## src/rtl/vga_pkg.sv

```systemverilog
// vga_pkg: display modes, colour-bar table and timing helpers shared by the VGA controller
package vga_pkg;
  typedef enum logic [1:0] {MODE_MEM, MODE_FILL, MODE_BARS, MODE_GRID} mode_e;
  localparam logic [2:0] BAR_WHITE   = 3'b111;
  localparam logic [2:0] BAR_YELLOW  = 3'b110;
  localparam logic [2:0] BAR_CYAN    = 3'b011;
  localparam logic [2:0] BAR_GREEN   = 3'b010;
  localparam logic [2:0] BAR_MAGENTA = 3'b101;
  localparam logic [2:0] BAR_RED     = 3'b100;
  localparam logic [2:0] BAR_BLUE    = 3'b001;
  localparam logic [2:0] BAR_BLACK   = 3'b000;
  localparam logic [7:0][2:0] BAR_SEQ = {BAR_BLACK, BAR_BLUE, BAR_RED, BAR_MAGENTA,
                                         BAR_GREEN, BAR_CYAN, BAR_YELLOW, BAR_WHITE};
  function automatic int line_total(int act, int fp, int sync, int bp);
    return act + fp + sync + bp;
  endfunction
  function automatic int sync_start(int act, int fp);
    return act + fp;
  endfunction
  function automatic int sync_end(int act, int fp, int sync);
    return act + fp + sync;
  endfunction
endpackage

```

## src/rtl/vga_ctrl_param_if.sv

```systemverilog
// vga_ctrl_param_if: controller bus; master drives row_addr/col_addr/rdn/r/g/b/hs/vs/pix_en/frame_start, slave drives mode/fill/d_in
interface vga_ctrl_param_if #(
  parameter int COLOR_W = 4,
  parameter int ROW_W   = 9,
  parameter int COL_W   = 10
);
  logic [1:0]           mode;
  logic [3*COLOR_W-1:0] fill;
  logic [3*COLOR_W-1:0] d_in;
  logic [ROW_W-1:0]     row_addr;
  logic [COL_W-1:0]     col_addr;
  logic                 rdn;
  logic [COLOR_W-1:0]   r, g, b;
  logic                 hs, vs, pix_en, frame_start;
  modport master (input mode, fill, d_in,
                  output row_addr, col_addr, rdn, r, g, b, hs, vs, pix_en, frame_start);
  modport slave  (output mode, fill, d_in,
                  input row_addr, col_addr, rdn, r, g, b, hs, vs, pix_en, frame_start);
endinterface

```

## src/rtl/vga_sync_counter.sv

```systemverilog
// vga_sync_counter: pixel-tick divider plus h/v counters (clk, rstn in; pix_en, h_cnt, v_cnt, h_wrap, v_wrap out)
module vga_sync_counter #(
  parameter int CLK_DIV_LOG2 = 2,
  parameter int H_TOTAL      = 800,
  parameter int V_TOTAL      = 525,
  localparam int HW = $clog2(H_TOTAL),
  localparam int VW = $clog2(V_TOTAL)
) (
  input  logic          clk,
  input  logic          rstn,
  output logic          pix_en,
  output logic [HW-1:0] h_cnt,
  output logic [VW-1:0] v_cnt,
  output logic          h_wrap,
  output logic          v_wrap
);
  localparam int DW = CLK_DIV_LOG2 > 0 ? CLK_DIV_LOG2 : 1;
  logic [DW-1:0] div;
  logic          run;
  assign pix_en = run & ((CLK_DIV_LOG2 == 0) | (&div));
  assign h_wrap = h_cnt == HW'(H_TOTAL - 1);
  assign v_wrap = v_cnt == VW'(V_TOTAL - 1);
  always_ff @(posedge clk or negedge rstn) begin
    if (!rstn) begin
      run   <= 1'b0;
      div   <= '0;
      h_cnt <= '0;
      v_cnt <= '0;
    end else begin
      run <= 1'b1;
      div <= div + 1'b1;
      if (pix_en) begin
        h_cnt <= h_wrap ? '0 : h_cnt + 1'b1;
        if (h_wrap) v_cnt <= v_wrap ? '0 : v_cnt + 1'b1;
      end
    end
  end
endmodule

```

## src/rtl/vga_ctrl_param.sv

```systemverilog
// vga_ctrl_param: parametrised VGA controller (clk, rstn; bus: mode/fill/d_in in, row_addr/col_addr/rdn/r/g/b/hs/vs/pix_en/frame_start out)
module vga_ctrl_param
  import vga_pkg::*;
#(
  parameter int CLK_DIV_LOG2 = 2,
  parameter int H_ACTIVE     = 640,
  parameter int H_FP         = 16,
  parameter int H_SYNC       = 96,
  parameter int H_BP         = 48,
  parameter int V_ACTIVE     = 480,
  parameter int V_FP         = 10,
  parameter int V_SYNC       = 2,
  parameter int V_BP         = 33,
  parameter bit HS_POL       = 1'b0,
  parameter bit VS_POL       = 1'b0,
  parameter int RD_LAT       = 1,
  parameter int COLOR_W      = 4
) (
  input logic              clk,
  input logic              rstn,
  vga_ctrl_param_if.master bus
);
  localparam int H_TOTAL  = line_total(H_ACTIVE, H_FP, H_SYNC, H_BP);
  localparam int V_TOTAL  = line_total(V_ACTIVE, V_FP, V_SYNC, V_BP);
  localparam int HS_START = sync_start(H_ACTIVE, H_FP);
  localparam int HS_END   = sync_end(H_ACTIVE, H_FP, H_SYNC);
  localparam int VS_START = sync_start(V_ACTIVE, V_FP);
  localparam int VS_END   = sync_end(V_ACTIVE, V_FP, V_SYNC);
  localparam int HW = $clog2(H_TOTAL);
  localparam int VW = $clog2(V_TOTAL);
  localparam int RW = $clog2(V_ACTIVE);
  localparam int CW = $clog2(H_ACTIVE);
  if (H_ACTIVE % 8 != 0 || RD_LAT < 1 || RD_LAT > 4) begin : g_bad_params
    $error("vga_ctrl_param: H_ACTIVE must be a multiple of 8 and RD_LAT within 1..4");
  end
  typedef struct packed {
    logic          vld;
    logic          act;
    mode_e         mode;
    logic [HW-1:0] h;
    logic [VW-1:0] v;
  } pix_t;
  logic                 pix_en, h_wrap, v_wrap, at_origin, act;
  logic [HW-1:0]        h_cnt, bar_col;
  logic [VW-1:0]        v_cnt;
  logic [2:0]           bar;
  logic [3*COLOR_W-1:0] color;
  mode_e                mode_q, cur_mode;
  pix_t                 cur, d;
  pix_t [RD_LAT:0]      pipe;
  vga_sync_counter #(.CLK_DIV_LOG2(CLK_DIV_LOG2), .H_TOTAL(H_TOTAL), .V_TOTAL(V_TOTAL)) u_sync (
    .clk, .rstn, .pix_en, .h_cnt, .v_cnt, .h_wrap, .v_wrap
  );
  assign bus.pix_en = pix_en;
  // at_origin marks the (0,0) tick, including the first one after reset, so mode is taken there and rides with the pixel
  always_comb begin
    act      = h_cnt < HW'(H_ACTIVE) && v_cnt < VW'(V_ACTIVE);
    cur_mode = at_origin ? mode_e'(bus.mode) : mode_q;
    cur      = '{vld: 1'b1, act: act, mode: cur_mode, h: h_cnt, v: v_cnt};
    d        = pipe[RD_LAT];
    bar_col  = d.h / HW'(H_ACTIVE / 8);
    bar      = BAR_SEQ[bar_col > HW'(7) ? 3'd7 : bar_col[2:0]];
    color    = !d.act ? '0 :
               d.mode == MODE_MEM  ? bus.d_in :
               d.mode == MODE_FILL ? bus.fill :
               d.mode == MODE_BARS ? {{COLOR_W{bar[2]}}, {COLOR_W{bar[1]}}, {COLOR_W{bar[0]}}} :
               ((32'(d.h) & 31) == 0 || (32'(d.v) & 31) == 0) ? '1 : bus.fill;
  end
  always_ff @(posedge clk or negedge rstn) begin
    if (!rstn) begin
      pipe            <= '0;
      mode_q          <= MODE_MEM;
      at_origin       <= 1'b1;
      bus.rdn         <= 1'b1;
      bus.row_addr    <= '0;
      bus.col_addr    <= '0;
      {bus.r, bus.g, bus.b} <= '0;
      bus.hs          <= !HS_POL;
      bus.vs          <= !VS_POL;
      bus.frame_start <= 1'b0;
    end else begin
      bus.frame_start <= pix_en && d.vld && d.h == '0 && d.v == '0;
      if (pix_en) begin
        at_origin <= h_wrap && v_wrap;
        mode_q    <= cur_mode;
        pipe      <= {pipe[RD_LAT-1:0], cur};
        bus.rdn   <= !act;
        if (act) begin
          bus.row_addr <= RW'(v_cnt);
          bus.col_addr <= CW'(h_cnt);
        end
        {bus.r, bus.g, bus.b} <= color;
        bus.hs <= (d.h >= HW'(HS_START) && d.h < HW'(HS_END)) ? HS_POL : !HS_POL;
        bus.vs <= (d.v >= VW'(VS_START) && d.v < VW'(VS_END)) ? VS_POL : !VS_POL;
      end
    end
  end
endmodule
```

## src/flat_wrapper.sv

```systemverilog
// flat-port wrapper written by rule: the top's interface ports become plain ports
module vga_ctrl_param_flat import vga_pkg::*;
#(
  parameter int CLK_DIV_LOG2 = 2,
  parameter int H_ACTIVE     = 640,
  parameter int H_FP         = 16,
  parameter int H_SYNC       = 96,
  parameter int H_BP         = 48,
  parameter int V_ACTIVE     = 480,
  parameter int V_FP         = 10,
  parameter int V_SYNC       = 2,
  parameter int V_BP         = 33,
  parameter bit HS_POL       = 1'b0,
  parameter bit VS_POL       = 1'b0,
  parameter int RD_LAT       = 1,
  parameter int COLOR_W      = 4
)
  (clk, rstn, bus_mode, bus_fill, bus_d_in, bus_row_addr, bus_col_addr, bus_rdn, bus_r, bus_g, bus_b, bus_hs, bus_vs, bus_pix_en, bus_frame_start);
  vga_ctrl_param_if #(.COLOR_W(COLOR_W)) bus_i ();
  input logic clk;
  input logic rstn;
  input wire logic [$bits(bus_i.mode)-1:0] bus_mode;
  input wire logic [$bits(bus_i.fill)-1:0] bus_fill;
  input wire logic [$bits(bus_i.d_in)-1:0] bus_d_in;
  output wire logic [$bits(bus_i.row_addr)-1:0] bus_row_addr;
  output wire logic [$bits(bus_i.col_addr)-1:0] bus_col_addr;
  output wire logic [$bits(bus_i.rdn)-1:0] bus_rdn;
  output wire logic [$bits(bus_i.r)-1:0] bus_r;
  output wire logic [$bits(bus_i.g)-1:0] bus_g;
  output wire logic [$bits(bus_i.b)-1:0] bus_b;
  output wire logic [$bits(bus_i.hs)-1:0] bus_hs;
  output wire logic [$bits(bus_i.vs)-1:0] bus_vs;
  output wire logic [$bits(bus_i.pix_en)-1:0] bus_pix_en;
  output wire logic [$bits(bus_i.frame_start)-1:0] bus_frame_start;
  assign bus_i.mode = bus_mode;
  assign bus_i.fill = bus_fill;
  assign bus_i.d_in = bus_d_in;
  assign bus_row_addr = bus_i.row_addr;
  assign bus_col_addr = bus_i.col_addr;
  assign bus_rdn = bus_i.rdn;
  assign bus_r = bus_i.r;
  assign bus_g = bus_i.g;
  assign bus_b = bus_i.b;
  assign bus_hs = bus_i.hs;
  assign bus_vs = bus_i.vs;
  assign bus_pix_en = bus_i.pix_en;
  assign bus_frame_start = bus_i.frame_start;
  vga_ctrl_param #(.CLK_DIV_LOG2(CLK_DIV_LOG2), .H_ACTIVE(H_ACTIVE), .H_FP(H_FP), .H_SYNC(H_SYNC), .H_BP(H_BP), .V_ACTIVE(V_ACTIVE), .V_FP(V_FP), .V_SYNC(V_SYNC), .V_BP(V_BP), .HS_POL(HS_POL), .VS_POL(VS_POL), .RD_LAT(RD_LAT), .COLOR_W(COLOR_W)) u_core (.clk(clk), .rstn(rstn), .bus(bus_i));
endmodule
```

## config.mk

```make
export PLATFORM = sky130hd
export DESIGN_NAME = vga_ctrl_param_flat
export DESIGN_NICKNAME = d
export VERILOG_FILES = /design/src/rtl/vga_pkg.sv /design/src/rtl/vga_ctrl_param_if.sv /design/src/rtl/vga_sync_counter.sv /design/src/rtl/vga_ctrl_param.sv /design/src/flat_wrapper.sv
export SDC_FILE = /design/constraint.sdc
export NUM_CORES = 1
export LEC_CHECK = 0
export BUFFER_PORTS_ARGS = -buffer_cell sky130_fd_sc_hd__buf_2
export CAP_MARGIN = 20
export CORE_MARGIN = 4
export CORE_UTILIZATION = 25
export DETAILED_ROUTE_END_ITERATION = 10
export PLACE_DENSITY = 0.49
export SETUP_SLACK_MARGIN = 0.02
export SYNTH_ARGS = -nofsm -noshare
export SYNTH_HDL_FRONTEND = slang
export SYNTH_SLANG_ARGS = --single-unit
```

## constraint.sdc

```tcl
create_clock -name clk -period 2.5 [get_ports clk]
set_input_delay 0.25 -clock clk [delete_from_list [all_inputs] [get_ports clk]]
set_output_delay 0.25 -clock clk [all_outputs]
set_load 0.05 [all_outputs]
```

==> impl_metrics.env, run 1 <==
export IMPL_synth_top_cell_by_area="sky130_fd_sc_hd__dfrtp_1"
export IMPL_maxCapViolations=0
export IMPL_largest_cells_by_area_after_synthesis="sky130_fd_sc_hd__dfrtp_1 (56%), sky130_fd_sc_hd__nand2_1 (12%), sky130_fd_sc_hd__mux2_2 (5.1%), sky130_fd_sc_hd__dfstp_2 (2.3%), sky130_fd_sc_hd__clkbuf_1 (1.6%)"
export IMPL_cp_data_arrival_time_ps=1910
export IMPL_post_route_util_pct=30.38
export IMPL_worst_slew_margin_pct=55.74
export IMPL_clk_insertion_delay_late_ps=340
export IMPL_clock_pin_slew_of_the_registers_on_the_worst_case_setup_and_hold_paths_ps=70
export IMPL_grt_antenna_before_repair=0
export IMPL_power_combinational_fraction_pct=14.5
export IMPL_critical_path_peak_fanout=55
export IMPL_layout_nets=549
export IMPL_mappedNetlistArea_um2=4621
export IMPL_final_hold_viol_count=0
export IMPL_htreeDepth=3
export IMPL_synth_enable_flop_cells=0
export IMPL_viasPerCell=4.454
export IMPL_cell_leakage_power_nw=2.738
export IMPL_post_route_min_period_ps=2165
export IMPL_detailroute_via_count=3345
export IMPL_cell_internal_pwr_mw=2.836
export IMPL_core_area_um2=18090
export IMPL_dp_final_hpwl_mm=7.246
export IMPL_synth_warning_count=0
export IMPL_first_pass_iters=4
export IMPL_first_iter_violations=180
export IMPL_layout_common_cells="sky130_fd_sc_hd__nand2_1 (147), sky130_fd_sc_hd__dfrtp_1 (103), sky130_fd_sc_hd__buf_2 (62)"
export IMPL_finalSetupTns_ps=0
export IMPL_critical_path_endpoint_type="primary output"
export IMPL_worst_ir_drop_vdd_uv=452.2
export IMPL_avgRoutedWirePerCell_um=14.16
export IMPL_timing_final_crit_share_pct=86.59
export IMPL_syn_area_cell_um2=10.00
export IMPL_clk_root_buffer_cell="sky130_fd_sc_hd__clkbuf_16"
export IMPL_cts_buffers_inserted=9
export IMPL_power_density_cell_area_nw_per_um2=729.4
export IMPL_die_h_um=144.0
export IMPL_cts_resized=0
export IMPL_rsz0062_at_grt="false"
export IMPL_dominantRegCellSynth="sky130_fd_sc_hd__dfrtp_1"
export IMPL_layout_commonest_cell="sky130_fd_sc_hd__nand2_1"
export IMPL_synthCells=462
export IMPL_synth_lib_cells_used_distinct=57
export IMPL_place_gp_congestion=0.8183
export IMPL_die_x_um=144.0
export IMPL_timing_fmax_mhz=462.0
export IMPL_die_area_um2=20720
export IMPL_worstSetupStartpointType="flip-flop"
export IMPL_pwr_share_clk_pct=35.0
export IMPL_num_io_pins=64
export IMPL_first_global_vias=3457
export IMPL_setup_violations=0
export IMPL_grt_first_pass_wirelength_mm=17.90
export IMPL_power_switching_mw=1.173
export IMPL_initial_utilization_pct=25.55
export IMPL_path_class="reg2out"
export IMPL_class_of_the_worst_hold_path="in2reg"
export IMPL_std_cell_rows=49
export IMPL_switching_share_pct=29.25
export IMPL_seq_power_share_pct=50.4
export IMPL_synth_sequential_area_ratio_pct=58.06
export IMPL_grt_max_degree=63
export IMPL_ys_ff_latch=107
export IMPL_detail_route_drc_violations=0
export IMPL_tightest_slew_ps=663.9
export IMPL_cp_data_required_time_ps=2250
export IMPL_fraction_of_synthesized_cell_area_taken_by_the_top_area_cell_type_pct=55.78
export IMPL_slew_violations=0
export IMPL_skew_ps=8.137
export IMPL_synth_nets=494
export IMPL_route_antenna_remaining_nets=0
export IMPL_multi_input_comb_area_um2=1788
export IMPL_status="finished clean"
export IMPL_antenna_cells=0
export IMPL_final_layout_size_suffix_gt1_share_pct=22.99
export IMPL_drt_wl_total_mm=10.64
export IMPL_grt_overflow=0
export IMPL_p_r_area_growth_vs_syn_pct=18.93
export IMPL_fillerInstances=1892
export IMPL_cts_buffer_depth=2
export IMPL_clock_tree_from_tritoncts="done"
export IMPL_global_route_usage_total_pct=10.80
export IMPL_port_buffer_count=63
export IMPL_area_sequential_um2=2683
export IMPL_clock_sinks=107
export IMPL_synthArstFlopShare_pct=100.0
[repair_timing]
action                                 CTS  global route
endpoints found under the hold margin   45             0
hold buffers                             1             0
buffers inserted                         0             0
[Yosys cell counts (2+ instances only)]
cell type / number
sky130_fd_sc_hd__o211ai_1: 2
sky130_fd_sc_hd__ha_1: 4
sky130_fd_sc_hd__mux2_2: 21
sky130_fd_sc_hd__a21o_1: 2
sky130_fd_sc_hd__nor2b_1: 3
sky130_fd_sc_hd__o22ai_1: 5
sky130_fd_sc_hd__dfstp_2: 4
sky130_fd_sc_hd__a211oi_1: 2
sky130_fd_sc_hd__nand2b_1: 4
sky130_fd_sc_hd__a31oi_1: 2
sky130_fd_sc_hd__buf_1: 4
sky130_fd_sc_hd__o21ai_0: 11
sky130_fd_sc_hd__xor2_1: 4
sky130_fd_sc_hd__nor3b_1: 2
sky130_fd_sc_hd__dfrtp_1: 103
sky130_fd_sc_hd__nand3_1: 5
sky130_fd_sc_hd__clkbuf_1: 20
sky130_fd_sc_hd__nor3_1: 11
sky130_fd_sc_hd__a32o_1: 5
sky130_fd_sc_hd__a21oi_1: 5
sky130_fd_sc_hd__o221ai_1: 4
sky130_fd_sc_hd__o21ai_1: 5
sky130_fd_sc_hd__or3_1: 5
sky130_fd_sc_hd__buf_2: 2
sky130_fd_sc_hd__and3_1: 4
sky130_fd_sc_hd__nor4_1: 3
sky130_fd_sc_hd__or2_2: 6
sky130_fd_sc_hd__o21a_1: 2
sky130_fd_sc_hd__xnor2_1: 7
sky130_fd_sc_hd__nand2_1: 148
sky130_fd_sc_hd__nor2_1: 15
sky130_fd_sc_hd__inv_1: 11
sky130_fd_sc_hd__nand4_1: 7
[metrics by stage]
stage / setup WS, ps / hold WS (ps) / cell area, um^2 / power, mW / std cells
floorplan: 515.3 / -45.59 / 4621 / 2.435 / 462
global placement: 438.7 / 309.6 / 5194 / 2.635 / 734
detailed placement: 372.0 / 323.6 / 5194 / 2.648 / 734
CTS: 305.8 / 145.1 / 5495 / 4.077 / 751
global route: 198.7 / 151.5 / 5495 / 4.224 / 751
finish: 335.3 / 159.2 / 5495 / 4.008 / 751
[routing by layer]
| layer | GRT usage [%] | share of wire (%) | vias to the layer above |
|---|---|---|---|
| met3 | 2.928 | 5.3 | 10 |
| met1 | 15.36 | 52 | 1596 |
| met2 | 16.22 | 42 | 73 |
| met5 | 0 | 0 | - |
| met4 | 2.973 | 1.2 | 0 |
| li1 | - | - | 1666 |
[power groups by stage]
| stage | Sequential (mW) | Combinational [mW] | Clock (mW) |
|---|---|---|---|
| after CTS | 2.02 | 0.597 | 1.46 |
| final | 2.02 | 0.583 | 1.40 |
| after detailed placement | 2.05 | 0.594 | 0 |
| after global placement | 2.05 | 0.588 | 0 |
| after floorplan | 2.26 | 0.178 | 0 |
| after global routing | 2.04 | 0.648 | 1.53 |
[cells by family (layout without fill, tap and decap cells)]
family / Yosys count / count (layout) / synth area share [%]
xor gates and xnor gates: 11 / 11 / 2.085
adders and majority gates: 4 / 4 / 1.083
AOI/OAI and AO/OA: 56 / 56 / 8.556
muxes: 22 / 22 / 5.334
other: 1 / 1 / 0.08116
DFF: 107 / 107 / 58.06
buffers and inverters: 38 / 98 / 3.303
and+or+nand+nor: 223 / 223 / 21.50
[flip-flops by register name, indices dropped and copies added (netlist names), 2 cells and up]
name,count
u_core.bus.col_addr,10
u_core.bus.g,4
u_core.d,24
u_core.u_sync.div,2
u_core.bus.r,4
u_core.bus.row_addr,9
u_core.u_sync.h_cnt,10
u_core.bus.b,4
u_core.mode_q,2
u_core.pipe,22
u_core.u_sync.v_cnt,10
[critical path, cell delays in order (launching register included)]
cell and delay [ps]:
sky130_fd_sc_hd__dfrtp_1 360, sky130_fd_sc_hd__ha_1 200, sky130_fd_sc_hd__nand2_2 70, sky130_fd_sc_hd__inv_1 70
sky130_fd_sc_hd__buf_4 470, sky130_fd_sc_hd__buf_2 370
[final timing paths]
check                                       startpoint                     end  slack, ps  depth (start not counted)
min in group asynchronous                         rstn         u_core.bus.g[0]        480                          2
worst max-delay path              u_core.u_sync.div[0]              bus_pix_en        340                          5
max in group asynchronous                         rstn           u_core.bus.vs       1280                          3
worst min register to register    u_core.u_sync.div[0]    u_core.u_sync.div[0]        430                          1
worst min-delay path                       bus_mode[0]        u_core.mode_q[0]        160                          2
worst max register to register  u_core.u_sync.h_cnt[1]  u_core.u_sync.v_cnt[8]        360                          5
[area by class of cell]
type / instances / area share [%]
repair buffers: 71 / 7.377
inverters: 11 / 0.7514
multi-input cells: 317 / 32.54
clock buffers: 9 / 4.098
well taps: 229 / 5.214
flip-flops and latches: 107 / 48.82
clock inverters: 7 / 1.207
Note: power is estimated with default switching activity, not from simulation.
==> run 2, diff against run 1 <==
- clock period: 2.5 -> 2.15 ns (I/O delays scaled with it)
==> run 2 against run 1 <==
Combinational power is 27% higher. Non-clock buffer count is 8 higher. Die area stayed put. First-iteration DRC count is 6.1% lower. Routed wire length is 0.13% higher. Largest power group unchanged.
==> impl_metrics.env, run 2 (synthesis gave the netlist of run 1 again) <==
export IMPL_cp_max_stage_delay_ps=360
export IMPL_cp_data_arrival_time_ps=1790
export IMPL_pwr_share_clk_pct=35.2
export IMPL_clock_pin_slew_of_the_registers_on_the_worst_case_setup_and_hold_paths_ps=70
export IMPL_seq_power_share_pct=49.1
export IMPL_htreeDepth=3
export IMPL_detail_route_drc_violations=0
export IMPL_num_io_pins=64
export IMPL_core_area_um2=18090
export IMPL_global_route_usage_total_pct=11.00
export IMPL_grt_max_degree=56
export IMPL_cell_internal_pwr_mw=3.358
export IMPL_first_pass_iters=4
export IMPL_layout_commonest_cell="sky130_fd_sc_hd__nand2_1"
export IMPL_timing_final_crit_share_pct=93.31
export IMPL_tightest_slew_ps=608.3
export IMPL_path_class="reg2out"
export IMPL_worst_ir_drop_vdd_uv=487.3
export IMPL_cp_data_required_time_ps=1930
export IMPL_initial_utilization_pct=25.55
export IMPL_layout_common_cells="sky130_fd_sc_hd__nand2_1 (147), sky130_fd_sc_hd__dfrtp_1 (103), sky130_fd_sc_hd__buf_2 (62)"
export IMPL_detailroute_via_count=3381
export IMPL_die_area_um2=20720
export IMPL_min_delay_path_depth=2
export IMPL_power_combinational_fraction_pct=15.7
export IMPL_cell_leakage_power_nw=2.764
export IMPL_antenna_cells=0
export IMPL_p_r_area_growth_vs_syn_pct=20.20
export IMPL_timing_fmax_mhz=498.5
export IMPL_first_iter_violations=169
export IMPL_critical_path_peak_fanout=55
export IMPL_worst_slew_margin_pct=59.45
export IMPL_layout_nets=557
export IMPL_setup_violations=0
export IMPL_largest_register_ffs=24
export IMPL_grt_first_pass_wirelength_mm=17.95
export IMPL_clk_insertion_delay_late_ps=350
export IMPL_avgRoutedWirePerCell_um=14.03
export IMPL_clock_sinks=107
export IMPL_skew_ps=6.543
export IMPL_critical_path_endpoint_type="primary output"
export IMPL_std_cell_rows=49
export IMPL_grt_antenna_before_repair=0
export IMPL_slew_violations=0
export IMPL_post_route_min_period_ps=2006
export IMPL_cts_buffer_depth=2
export IMPL_final_hold_viol_count=0
export IMPL_drt_wl_total_mm=10.65
export IMPL_final_layout_size_suffix_gt1_share_pct=23.96
export IMPL_power_density_cell_area_nw_per_um2=850.9
export IMPL_port_buffer_count=63
export IMPL_post_route_util_pct=30.71
export IMPL_rsz0062_at_grt="false"
export IMPL_finalSetupTns_ps=0
export IMPL_worst_r2r_cell_count=4
export IMPL_switching_share_pct=28.95
export IMPL_class_of_the_worst_hold_path="in2reg"
export IMPL_post_cts_setup_buffer_count=0
export IMPL_cts_buffers_inserted=9
export IMPL_timing_critical_path_cells="ha_1, nand2_2, inv_1, buf_6, buf_2"
export IMPL_clk_root_buffer_cell="sky130_fd_sc_hd__clkbuf_16"
export IMPL_die_h_um=144.0
export IMPL_worstSetupStartpointType="flip-flop"
export IMPL_clock_tree_from_tritoncts="done"
export IMPL_status="finished clean"
export IMPL_power_switching_mw=1.368
export IMPL_dp_final_hpwl_mm=7.286
export IMPL_viasPerCell=4.455
export IMPL_place_gp_congestion=0.7772
export IMPL_die_x_um=144.0
export IMPL_crit_slowest_cell="sky130_fd_sc_hd__buf_6"
export IMPL_route_antenna_remaining_nets=0
export IMPL_grt_overflow=0
export IMPL_first_global_vias=3428
export IMPL_maxCapViolations=0
-- run 2: metal layers --
layer	up-vias	global-route usage [%]	routed length (um)
met1	1610	15.39	5284
met2	89	16.39	4582
li1	1677	-	-
met3	5	3.927	690
met5	-	0	0
met4	0	2.527	93
-- run 2: cell type report --
cell class              count  area [um^2]
fillers                  1872        12530
flip-flops and latches    107         2683
multi-input cells         317         1790
repair buffers             79        456.7
well taps                 229        286.5
clock buffers              12        246.5
clock inverters             4        50.05
inverters                  11        41.29
-- run 2: through the flow --
step | instance area [um^2] | setup slack [ps] | hold WS [ps] | total power [mW] | cells
6_report | 5554 | 143.8 | 115.3 | 4.726 | 759
4_1_cts | 5552 | 120.1 | 106.8 | 4.795 | 759
3_3_place_gp | 5241 | 192.0 | 276.4 | 3.099 | 742
5_1_grt | 5554 | 26.78 | 99.90 | 4.977 | 759
3_5_place_dp | 5241 | 192.7 | 277.3 | 3.109 | 742
2_1_floorplan | 4621 | 165.3 | -80.59 | 2.832 | 462
-- run 2: path summary, 6_finish.rpt --
| path | slack (ps) | end | startpoint |
|---|---|---|---|
| worst max-delay path | 140 | bus_pix_en | u_core.u_sync.div[0] |
| worst min-delay path | 120 | u_core.mode_q[0] | bus_mode[0] |
| worst max register to register | 200 | u_core.u_sync.v_cnt[8] | u_core.u_sync.h_cnt[7] |
| worst min register to register | 430 | u_core.u_sync.div[0] | u_core.u_sync.div[0] |
| max in group asynchronous | 960 | u_core.u_sync.h_cnt[6] | rstn |
| min in group asynchronous | 420 | u_core.bus.g[1] | rstn |
-- run 2: critical path, delay by kind of cell (launching register included) --
kind,cells,cell delay [ps]
simple gates,1,70
buf+inv,3,790
flops,1,350
fa+ha+maj,1,210
-- run 2: power groups by stage --
stage	clock (mW)	sequential [mW]	combinational [mW]
2_1_floorplan	0	2.63	0.207
3_3_place_gp	0	2.36	0.743
3_5_place_dp	0	2.36	0.752
4_1_cts	1.72	2.32	0.757
5_1_grt	1.82	2.35	0.810
6_report	1.66	2.32	0.742
-- run 2: what timing repair did --
action / CTS / global route
endpoints found under the setup margin: 1 / 1
hold buffers: 1 / 0
gates cloned: 0 / 0
gates resized for setup: 1 / 1
endpoints found under the hold margin: 41 / 0
==> run 3, diff against run 2 <==
--- a/config.mk
+++ b/config.mk
@@ -9,3 +9,3 @@
 export CAP_MARGIN = 20
-export CORE_MARGIN = 4
+export CORE_MARGIN = 2
 export CORE_UTILIZATION = 25
==> constraint.sdc (replaced) <==
create_clock -name clk -period 2.15 [get_ports clk]
set_input_delay 0.3225 -clock clk [delete_from_list [all_inputs] [get_ports clk]]
set_output_delay 0.3225 -clock clk [all_outputs]
set_load 0.05 [all_outputs]
==> run 3 against run 2 <==
Fmax is 1.9% lower. Sequential share of layout area is 0.24 points lower. Clock power is 7% higher. Cell count stayed put. Utilization is 0.26 points higher. Sequential power hardly changed.
==> impl_metrics.env, run 3 (synthesis gave the netlist of run 1 again) <==
export IMPL_drt_wl_total_mm=10.52
export IMPL_timing_final_crit_share_pct=95.16
export IMPL_post_route_min_period_ps=2046
export IMPL_die_x_um=140.0
export IMPL_rsz0062_at_grt="false"
export IMPL_maxCapViolations=0
export IMPL_detail_route_drc_violations=0
export IMPL_cts_buffer_depth=2
export IMPL_final_layout_size_suffix_gt1_share_pct=23.77
export IMPL_num_io_pins=64
export IMPL_die_h_um=140.0
export IMPL_die_area_um2=19590
export IMPL_viasPerCell=4.516
export IMPL_setup_violations=0
export IMPL_worst_ir_drop_vdd_uv=524.6
export IMPL_worstSetupStartpointType="flip-flop"
export IMPL_slew_violations=0
export IMPL_last_element_of_the_critical_path="u_core.u_sync.v_cnt[8]"
export IMPL_grt_overflow=0
export IMPL_first_pass_iters=4
export IMPL_power_density_cell_area_nw_per_um2=867.0
export IMPL_cell_leakage_power_nw=2.781
export IMPL_avgRoutedWirePerCell_um=13.87
export IMPL_layout_commonest_cell="sky130_fd_sc_hd__nand2_1"
export IMPL_post_route_util_pct=30.97
export IMPL_status="finished clean"
export IMPL_regToRegStartpoint="u_core.u_sync.h_cnt[7]"
export IMPL_largest_register_ffs=24
export IMPL_cts_buffers_inserted=9
export IMPL_worst_r2r_cell_count=4
export IMPL_clock_tree_from_tritoncts="done"
export IMPL_finalSetupTns_ps=0
export IMPL_place_gp_congestion=0.8605
export IMPL_fillerInstances=1916
export IMPL_layout_nets=557
export IMPL_worst_slew_margin_pct=58.95
export IMPL_skew_ps=10.29
export IMPL_clock_sinks=107
export IMPL_area_sequential_um2=2683
export IMPL_r2r_setup_slack_ps=100
export IMPL_port_buffer_count=63
export IMPL_core_area_um2=18020
export IMPL_std_cell_rows=49
export IMPL_layout_common_cells="sky130_fd_sc_hd__nand2_1 (147), sky130_fd_sc_hd__dfrtp_1 (103), sky130_fd_sc_hd__buf_2 (61)"
export IMPL_grt_first_pass_wirelength_mm=17.51
export IMPL_grt_antenna_before_repair=0
export IMPL_grt_max_degree=62
export IMPL_first_global_vias=3367
export IMPL_multi_input_comb_area_um2=1788
export IMPL_critical_path_endpoint_type="flip-flop"
export IMPL_timing_fmax_mhz=488.8
export IMPL_antenna_cells=0
export IMPL_p_r_area_growth_vs_syn_pct=20.80
export IMPL_cp_data_arrival_time_ps=2280
export IMPL_final_hold_viol_count=0
export IMPL_clk_root_buffer_cell="sky130_fd_sc_hd__clkbuf_16"
export IMPL_initial_utilization_pct=25.64
export IMPL_detailroute_via_count=3428
export IMPL_dp_final_hpwl_mm=7.217
export IMPL_global_route_usage_total_pct=11.09
export IMPL_htreeDepth=3
export IMPL_first_iter_violations=268
export IMPL_tightest_slew_ps=615.7
export IMPL_path_class="reg2reg"
export IMPL_route_antenna_remaining_nets=0
export IMPL_class_of_the_worst_hold_path="in2reg"
export IMPL_clock_pin_slew_of_the_registers_on_the_worst_case_setup_and_hold_paths_ps=70
export IMPL_clk_insertion_delay_late_ps=350
export IMPL_regToRegEndpoint="u_core.u_sync.v_cnt[8]"
export IMPL_startpoint="u_core.u_sync.h_cnt[7]"
export IMPL_critical_path_peak_fanout=6
export IMPL_cp_data_required_time_ps=2390
-- run 3: cell count changes in the layout (fill, tap and decap cells not counted) --
cell and change:
sky130_fd_sc_hd__nor2b_2 -1, sky130_fd_sc_hd__bufinv_16 +1, sky130_fd_sc_hd__nor2b_1 +1, sky130_fd_sc_hd__inv_6 +2, sky130_fd_sc_hd__buf_6 -1, sky130_fd_sc_hd__clkinvlp_4 -2, sky130_fd_sc_hd__buf_12 +1, sky130_fd_sc_hd__clkbuf_8 -1
sky130_fd_sc_hd__buf_2 -1, sky130_fd_sc_hd__clkbuf_4 +1
-- run 3: stage by stage --
| stage | power (mW) | area [um^2] | setup WS, ps | hold WS (ps) | std cells |
|---|---|---|---|---|---|
| global route | 5.077 | 5582 | 37.23 | 195.3 | 759 |
| floorplan | 2.832 | 4621 | 165.3 | 26.91 | 462 |
| global placement | 3.098 | 5254 | 198.9 | 329.1 | 742 |
| finish | 4.839 | 5582 | 104.0 | 214.2 | 759 |
| CTS | 4.914 | 5579 | 111.0 | 198.7 | 759 |
| detailed placement | 3.120 | 5254 | 119.6 | 337.0 | 742 |
-- run 3: what timing repair did --
action,4_1_cts,5_1_grt
gates resized for setup,0,1
hold endpoints to repair,34,0
hold buffers,1,0
setup buffers,0,0
endpoints found under the setup margin,0,1
-- run 3: where the power goes --
| part | internal, mW | leakage (nW) | switching [mW] |
|---|---|---|---|
| clock network | 1.03 | 0.155 | 0.741 |
| logic | 0.230 | 1.22 | 0.516 |
| registers | 2.19 | 1.41 | 0.129 |
-- run 3: critical path: stages (launching register included) --
cell,delay (ps)
sky130_fd_sc_hd__dfrtp_1,380
sky130_fd_sc_hd__or3b_1,420
sky130_fd_sc_hd__or4_4,540
sky130_fd_sc_hd__nor3_1,220
sky130_fd_sc_hd__mux2_2,370
-- run 3: routing by layer --
metal  share of wire, %  track usage, %  vias up
met1                 51           15.91     1643
met5                  0               0        -
met4                1.3           3.158        0
met3                5.4           3.829       12
li1                   -               -     1684
met2                 42           15.89       89
-- run 3: worst min path at each step --
stage | from | to | cells past startpoint
2_1_floorplan | rstn | u_core.bus.b[0] | 0
3_3_place_gp | rstn | u_core.bus.g[0] | 1
3_5_place_dp | rstn | u_core.bus.g[0] | 1
4_1_cts | bus_mode[0] | u_core.mode_q[0] | 2
5_1_grt | bus_mode[0] | u_core.mode_q[0] | 2
6_report | bus_mode[0] | u_core.mode_q[0] | 2
-- run 3: area by class of cell --
| class | instances | area share (%) |
|---|---|---|
| Clock buffer | 11 | 4.169 |
| Clock inverter | 5 | 1.479 |
| Inverter | 11 | 0.7397 |
| Multi-Input combinational cell | 317 | 32.03 |
| Sequential cell | 107 | 48.06 |
| Tap cell | 229 | 5.133 |
| Timing Repair Buffer | 79 | 8.384 |
